### src/rtl/tx_rd_req_arbiter.sv
// Host memory-read request arbiter: shares one MRd builder handshake between the
// primary chunk requester (tag-allocating) and the retry re-issue requester.
module tx_rd_req_arbiter #(
   parameter int NUM_TAGS        = 4,
   parameter int RETRY_BURST_MAX = 4
) (
   input  logic                trn_clk,
   input  logic                reset,
   input  logic                rd_req,
   input  logic [63:0]         rd_addr,
   input  logic [8:0]          rd_qwords,
   output logic                rd_ack,
   output logic [3:0]          rd_tag,
   input  logic                retry_req,
   input  logic [63:0]         retry_addr,
   input  logic [3:0]          retry_tag,
   input  logic [9:0]          retry_dwords,
   output logic                retry_ack,
   output logic                mrd_req,
   output logic [63:0]         mrd_addr,
   output logic [3:0]          mrd_tag,
   output logic [9:0]          mrd_dwords,
   input  logic                mrd_ack,
   input  logic                tag_free_valid,
   input  logic [3:0]          tag_free_tag,
   output logic [NUM_TAGS-1:0] tags_busy
);

   localparam logic [1:0] S_IDLE  = 2'd0;
   localparam logic [1:0] S_ISSUE = 2'd1;
   localparam logic [1:0] S_DONE  = 2'd2;

   logic [1:0]          state_r;
   logic [3:0]          burst_cnt_r;
   logic                grant_primary_r;
   logic [3:0]          free_tag_s;
   logic                free_any_s;
   logic                prim_elig_s;
   logic                retry_win_s;
   logic                alloc_en_s;
   logic [NUM_TAGS-1:0] release_mask_s;
   logic [NUM_TAGS-1:0] alloc_mask_s;

   // Lowest-index clear tag of the registered busy vector.
   always_comb begin
      free_tag_s = 4'd0;
      free_any_s = 1'b0;
      for (int i = NUM_TAGS - 1; i >= 0; i--) begin
         free_tag_s = tags_busy[i] ? free_tag_s : 4'(i);
         free_any_s = free_any_s | ~tags_busy[i];
      end
   end

   assign prim_elig_s = rd_req & free_any_s;
   assign retry_win_s = retry_req & (~prim_elig_s | (burst_cnt_r < 4'(RETRY_BURST_MAX)));
   assign alloc_en_s  = (state_r == S_IDLE) & ~retry_win_s & prim_elig_s;

   // Release and allocation masks; out-of-range release tags never match a bit.
   always_comb begin
      release_mask_s = {NUM_TAGS{1'b0}};
      alloc_mask_s   = {NUM_TAGS{1'b0}};
      for (int i = 0; i < NUM_TAGS; i++) begin
         release_mask_s[i] = tag_free_valid & (tag_free_tag == 4'(i));
         alloc_mask_s[i]   = alloc_en_s & (free_tag_s == 4'(i));
      end
   end

   // Tag pool: a release and an allocation in the same cycle both take effect.
   always_ff @(posedge trn_clk) begin
      if (reset) begin
         tags_busy <= {NUM_TAGS{1'b0}};
      end else begin
         tags_busy <= (tags_busy & ~release_mask_s) | alloc_mask_s;
      end
   end

   // Grant / issue / done sequencer with retry burst accounting.
   always_ff @(posedge trn_clk) begin
      if (reset) begin
         state_r         <= S_IDLE;
         burst_cnt_r     <= 4'd0;
         grant_primary_r <= 1'b0;
         rd_ack          <= 1'b0;
         rd_tag          <= 4'd0;
         retry_ack       <= 1'b0;
         mrd_req         <= 1'b0;
         mrd_addr        <= 64'd0;
         mrd_tag         <= 4'd0;
         mrd_dwords      <= 10'd0;
      end else begin
         case (state_r)
            S_IDLE: begin
               if (retry_win_s) begin
                  mrd_req         <= 1'b1;
                  mrd_addr        <= retry_addr;
                  mrd_tag         <= retry_tag;
                  mrd_dwords      <= retry_dwords;
                  grant_primary_r <= 1'b0;
                  burst_cnt_r     <= (burst_cnt_r == 4'hF) ? 4'hF : burst_cnt_r + 4'd1;
                  state_r         <= S_ISSUE;
               end else if (prim_elig_s) begin
                  mrd_req         <= 1'b1;
                  mrd_addr        <= rd_addr;
                  mrd_tag         <= free_tag_s;
                  mrd_dwords      <= {rd_qwords, 1'b0};
                  grant_primary_r <= 1'b1;
                  burst_cnt_r     <= 4'd0;
                  state_r         <= S_ISSUE;
               end else if (!retry_req) begin
                  burst_cnt_r     <= 4'd0;
               end else begin
                  burst_cnt_r     <= burst_cnt_r;
               end
            end
            S_ISSUE: begin
               if (mrd_ack) begin
                  mrd_req   <= 1'b0;
                  rd_ack    <= grant_primary_r;
                  retry_ack <= ~grant_primary_r;
                  rd_tag    <= grant_primary_r ? mrd_tag : rd_tag;
                  state_r   <= S_DONE;
               end else begin
                  state_r   <= S_ISSUE;
               end
            end
            S_DONE: begin
               rd_ack    <= 1'b0;
               retry_ack <= 1'b0;
               state_r   <= S_IDLE;
            end
            default: begin
               rd_ack    <= 1'b0;
               retry_ack <= 1'b0;
               mrd_req   <= 1'b0;
               state_r   <= S_IDLE;
            end
         endcase
      end
   end

endmodule
### config.mk
export PLATFORM = sky130hd
export DESIGN_NAME = tx_rd_req_arbiter
export DESIGN_NICKNAME = d
export VERILOG_FILES = /design/src/rtl/tx_rd_req_arbiter.sv
export SDC_FILE = /design/constraint.sdc
export NUM_CORES = 1
export LEC_CHECK = 0
export CAP_MARGIN = 5
export CORE_UTILIZATION = 36
export CTS_CLUSTER_DIAMETER = 100
export CTS_CLUSTER_SIZE = 10
export DETAILED_ROUTE_END_ITERATION = 6
export GPL_TIMING_DRIVEN = 0
export PLACE_DENSITY = 0.86
export SETUP_SLACK_MARGIN = 0.02
export SLEW_MARGIN = 20
export SYNTH_ARGS = -nofsm -noshare
export SYNTH_HDL_FRONTEND = slang
export SYNTH_SLANG_ARGS = --single-unit
### constraint.sdc
create_clock -name trn_clk -period 1.95 [get_ports trn_clk]
set_clock_uncertainty 0.05 [all_clocks]
set_input_delay 0.39 -clock trn_clk [delete_from_list [all_inputs] [get_ports trn_clk]]
set_output_delay 0.39 -clock trn_clk [all_outputs]
set_load 0.005 [all_outputs]
Word-level counts from Yosys, hierarchy flattened
Index checks and enable logic that the tools add are counted.
- register bits: 96
- input bits: 161
- output and inout bits: 89
- logic and storage cells: 89
- add/subtract/negate cells: 1
- order comparisons: 1
- eq/ne operators: 12
- multiplexer cells: 27
- bitwise operators: 28
- reduce and logical (&&, ||, !) cells: 9
- operators with widths (operator ; count):
    64-bit two-way mux ; 2
    4-bit two-way mux ; 6
    10-bit two-way mux ; 2
    2-bit two-way mux ; 7
    1-bit bitwise AND ; 12
    1-bit NOT ; 9
    4-bit by 2-bit equality test with 1-bit output, second input constant ; 2
    4-bit zero test ; 2
    2-bit equality test, second input constant ; 3
    1-bit two-way mux ; 6
    2-bit AND reduction ; 3
    3-bit AND reduction ; 2
    4-bit by 1-bit adder with 4-bit output, second input constant ; 1
    4-bit bitwise AND ; 1
    2-bit by 1-bit equality test with 1-bit output, second input constant ; 2
    4-bit by 1-bit equality test with 1-bit output, second input constant ; 1
    4-bit equality test, second input constant ; 1
    4-bit by 3-bit < comparator with 1-bit output, second input constant ; 1
    4-bit NOT ; 1
    1-bit OR ; 4
    4-bit OR ; 1
    1-bit case mux with 2 select lines ; 2
    2-bit case mux with 2 select lines ; 1
    3-bit by 1-bit != test with 1-bit output, second input constant ; 1
    5 further kinds ; 5

Longest topological paths before layout
- depth after elaboration: 13
- gate-level depth with buffers: 8
- gate-level depth less buffers: 5

Worst setup path before layout
Ideal clock, no wire load.
- path type: register -> register
- start point: register tags_busy[0]
- end point: register mrd_addr[43]
- library setup time: 114 ps
- arrival: 1634 ps
- required time: 1786 ps
- slack: 152 ps
- stages on the path, launching flop included: 9
- path buffers: 4
- period minus slack after synthesis: 1798 ps
- cells stage by stage: dfxtp_1 > buf_6 > and4_4 > o31a_2 > nor2b_4 > buf_6 > buf_6 > buf_6 > a21o_1
- longest elaborated chain between the ends: 8
- elaborated cells between the ends (all ways): 9
- those cells by class: 1 x mux; 6 x bitwise; 2 x reduce/logical
- ends and longest elaborated chain (element ; RTL line ; text):
    start, declared ; 26 ; output logic [NUM_TAGS-1:0] tags_busy
    start signal, assigned ; 71 ; tags_busy <= {NUM_TAGS{1'b0}};
    start signal, assigned ; 73 ; tags_busy <= (tags_busy & ~release_mask_s) | alloc_mask_s;
    1-bit NOT (*) ; 50 ; free_any_s = free_any_s | ~tags_busy[i];
    1-bit OR (*) ; 50 ;
    1-bit bitwise AND (*) ; 54 ; assign prim_elig_s = rd_req & free_any_s;
    1-bit NOT ; 55 ; assign retry_win_s = retry_req & (~prim_elig_s | (burst_cnt_r < 4'(RETRY_BURST_MAX)));
    1-bit OR ; 55 ;
    1-bit bitwise AND ; 55 ;
    2-bit nonzero test (no source line) ; - ;
    2-bit AND reduction (no source line) ; - ;
    end signal, assigned ; 95 ; mrd_addr <= retry_addr;
    end signal, assigned ; 103 ; mrd_addr <= rd_addr;
    end, declared ; 20 ; output logic [63:0] mrd_addr,
Every way passes the cells marked *; elsewhere a longest branch is shown, timed or not.
A chain may end at the register's enable or synchronous reset.

Final worst setup path
- start point: register tags_busy[0]
- end point: register mrd_addr[61]
The elaborated chain is that of the path after synthesis.

==> reports/summary.md <==
The total length of routed wires was 13300 um. Max-cap violations in this run came to 0. For this design the total switching power over the nets is 1.16 mW. In the synthesized netlist the dominant register cell turns out to be sky130_fd_sc_hd__dfxtp_1. The run gives 0 as the number of antenna violations at the first check in global routing.

For the headroom to the max-slew limit, the log shows 0.661. The endpoint identified for the worst register-to-register timing path is mrd_addr[61]. The final critical-path required period was 1.88 ns. Once detail routing completed, the nets flagged for antenna violations numbered 0. At the end of routability-driven placement, the weighted congestion stood at 0.839. The die is 105 um tall. Share of synthesized registers carrying an async set or reset: 0.

Power spread over the standard cell area amounts to 659 mW/mm2. After synthesis, the mean cell area works out to 10.8 um2. The flow ran to the end, and the final reports show no timing, DRC or antenna violations. Summed over all layers, the global routing overflow is 0. The worst setup path is captured at a flop. The floorplan step defined a core boundary enclosing 0.0103 mm2. Counting instances, the worst hold path has a depth of 2. The number of placed instances, taps included, is 738. After synthesis the cells add up to 0.00382 mm2.

The type of the worst setup path was reg2reg. The share of cells above drive strength 1 came out at 0.110. The top cell types in the final layout, fill and taps aside, are sky130_fd_sc_hd__clkdlybuf4s50_1, sky130_fd_sc_hd__dfxtp_1, sky130_fd_sc_hd__a22o_1. Internal power comes to 3.37 mW.

The overall global routing resource usage was 0.234. The startpoint identified for the worst register-to-register timing path is tags_busy[0]. The first global-routing pass estimated 20500 um of wire.

The final core utilization came out at 0.666. After floorplanning, the core was divided into 37 placement rows. The data required time at the worst endpoint came out at 2.14 ns.

The critical path goes through buf_6 -> and4_4 -> o31a_4 -> nor2b_4 -> buf_6 -> buf_6 -> buf_6 -> a21o_1. The tools report the final number of hold-violating endpoints as 0. The final instance count without filler cells came out at 763.

The worst reg-to-reg path cell count was 8; the count of H-tree levels built during CTS was 3. The tools report the instance count of the mapped netlist as 353. The clock group share of total power was 0.269; the final-report setup violation count was 0. The maximum net fanout on the critical path was 10; the total of buffers placed on input and output ports was 249. The share of the clock period used by the worst path is 0.966, and the total number of clock tree sinks is 96. 250 I/O pins were placed.

After layout, the worst setup slack is 0.0656 ns. The number of vias per cell is 5.19, and the worst slack at placement is -0.663 ns. The average wire per cell in the routed design was 17.5 um; the area of the die was 0.0110 mm2.

The slowest cell on the critical path was sky130_fd_sc_hd__dfxtp_2. Class of the most critical hold timing path: reg2reg. The achievable clock frequency was 531 MHz; the switching part of the total power was 0.257. Sequential fraction of the synthesis area: 0.502. The number of search-and-repair iterations in the first detailed-routing pass was 4. The largest single stage delay on the critical path is 0.34 ns. The max-slew violation total from the final report was 0; the count of state elements after synthesis was 96. The detailed placer's ending HPWL came out at 10200 um. The slew at the pin closest to its max-slew limit is 0.503 ns.

Setup repair after global routing could not meet its margin everywhere. The largest net degree at the start of global routing is 17, and the post-synthesis cell type count is 37. The worst hold path begins at burst_cnt_r[1]. The share of power burned in combinational logic was 0.243; the number of synthesis warnings was 0. The growth of design area from synthesis to finish was 79.7%. The number of antenna diodes in the final layout is 0.

The tree is rooted in a sky130_fd_sc_hd__clkbuf_8. Leading cell type in the layout, fill and taps excluded: sky130_fd_sc_hd__clkdlybuf4s50_1. The clock latency of the later-clocked register in the worst-skew pair was 0.36 ns. For the starting utilization of the core area, the log shows 0.371. At the worst endpoint, the arrival time is 2.07 ns. The number of global-route vias before repair is 3989. For the net count after synthesis, the log shows 515. The number of CTS-inserted buffers was 9; the worst voltage drop across the vdd grid was 0.454 mV. In this run the static leakage power is 3.25 nW.

The tools report the final layout net count as 784. The run gives 2 as the maximum clock insertion buffer count. For flop-to-flop paths, the worst setup slack is 0.07 ns. The horizontal die dimension works out to 105 um. The startpoint kind of the worst setup timing path was a flop. The most numerous cell type found on the critical path is sky130_fd_sc_hd__buf_6. The count of flip-flops with a built-in enable after synthesis is 0.

The vias after detailed routing came out at 3959. The tools report the portion of total power attributed to sequential cells as 0.488. For this run, design rule violations remaining after detail routing come to 0. For hold timing, the worst endpoint is burst_cnt_r[1]. Overall power consumption after layout is estimated at 4.53 mW. The clock transition time at the flip-flop clock pins of the worst setup and hold paths works out to 0.11 ns.

The detailed router finished its first iteration with 155 violations. TritonCTS built the clock tree.
layout make-up:
| type | instances | area, um2 |
|---|---|---|
| flip-flops and latches | 96 | 1930 |
| well taps | 136 | 170 |
| repair buffers | 260 | 2590 |
| clock buffers | 10 | 138 |
| inverters | 2 | 7.51 |
| clock inverters | 6 | 43.8 |
| fillers | 805 | 3450 |
| plain buffers | 28 | 238 |
| multi-input cells | 225 | 1760 |
layer usage:
| metal | routed length (um) | part of all wire | global-route usage |
|---|---|---|---|
| met1 | 5230 | 0.39 | 0.261 |
| met2 | 6800 | 0.51 | 0.426 |
| met3 | 1010 | 0.076 | 0.0636 |
| met4 | 285 | 0.021 | 0.0815 |
| met5 | 0 | 0 | 0 |
worst max-delay path by stage:
| stage | startpoint | slack (ns) | end | depth (start not counted) |
|---|---|---|---|---|
| 3_3_place_gp | retry_req | -0.55 | mrd_addr[61] | 7 |
| 6_report | tags_busy[0] | 0.07 | mrd_addr[61] | 8 |
| 5_1_grt | state_r[1] | -0.01 | mrd_dwords[2] | 8 |
| 4_1_cts | state_r[0] | 0.004 | mrd_addr[61] | 8 |
| 3_5_place_dp | retry_req | -0.66 | mrd_addr[61] | 7 |
| 2_1_floorplan | tags_busy[0] | 0.15 | mrd_addr[43] | 8 |
Yosys cell counts, types with 3 or more instances:
| library cell | count | area [um2] |
|---|---|---|
| sky130_fd_sc_hd__buf_2 | 8 | 40.0 |
| sky130_fd_sc_hd__nor3_1 | 7 | 35.0 |
| sky130_fd_sc_hd__and3_1 | 4 | 25.0 |
| sky130_fd_sc_hd__buf_6 | 5 | 56.3 |
| sky130_fd_sc_hd__buf_4 | 7 | 52.6 |
| sky130_fd_sc_hd__a21oi_1 | 9 | 45.0 |
| sky130_fd_sc_hd__mux2i_1 | 5 | 50.1 |
| sky130_fd_sc_hd__clkbuf_1 | 10 | 37.5 |
| sky130_fd_sc_hd__nand2_1 | 4 | 15.0 |
| sky130_fd_sc_hd__a22o_1 | 76 | 666 |
| sky130_fd_sc_hd__nand4_1 | 3 | 18.8 |
| sky130_fd_sc_hd__dfxtp_1 | 96 | 1920 |
| sky130_fd_sc_hd__nor2_1 | 14 | 52.6 |
| sky130_fd_sc_hd__a21o_1 | 74 | 556 |
| sky130_fd_sc_hd__o21ai_0 | 4 | 20.0 |
power groups by stage:
stage / sequential [mW] / clock [mW] / combinational [mW]
2_1_floorplan: 2.25 / 0 / 0.335
3_3_place_gp: 2.24 / 0 / 1.03
3_5_place_dp: 2.25 / 0 / 1.05
4_1_cts: 2.20 / 1.26 / 1.08
5_1_grt: 2.23 / 1.33 / 1.18
6_report: 2.21 / 1.22 / 1.10
stage by stage:
step	hold slack, ns	setup TNS (ns)	cell area, um2
3_5_place_dp	0.416	-42.15	6490
4_1_cts	0.430	0	6750
3_3_place_gp	0.408	-37.38	6490
6_report	0.432	0	6870
5_1_grt	0.456	-0.0153	6870
2_1_floorplan	0.394	0	3820
registers in the layout (all words and copies together), names as in the netlist:
| name | flops |
|---|---|
| burst_cnt_r | 4 |
| mrd_addr | 64 |
| state_r | 2 |
| mrd_tag | 4 |
| rd_ack | 1 |
| grant_primary_r | 1 |
| tags_busy | 4 |
| retry_ack | 1 |
| mrd_dwords | 10 |
| mrd_req | 1 |
| rd_tag | 4 |
critical path: cells and delay by family, from the launching register on:
kind / cells / cell delay, ns
buf+inv: 4 / 0.55
compound gates: 2 / 0.49
flops: 1 / 0.34
simple gates: 2 / 0.34
kinds of logic after synthesis:
family,after synthesis,synth area share
adder cells (fa/ha/maj),1,0.00327
buffers and inverters,32,0.0507
AO/OA/AOI/OAI,175,0.365
AND/OR/NAND/NOR,44,0.0658
flip-flops,96,0.502
multiplexers,5,0.0131
what timing repair did:
item                                   CTS  global route
buffers inserted                         3             9
pin swaps                                1             7
cloned                                   0             0
setup endpoints to repair               78            68
hold buffers                             0             0
resized for setup                       21            26
endpoints found under the hold margin    0             0
Note: power is estimated with default switching activity, not from simulation.
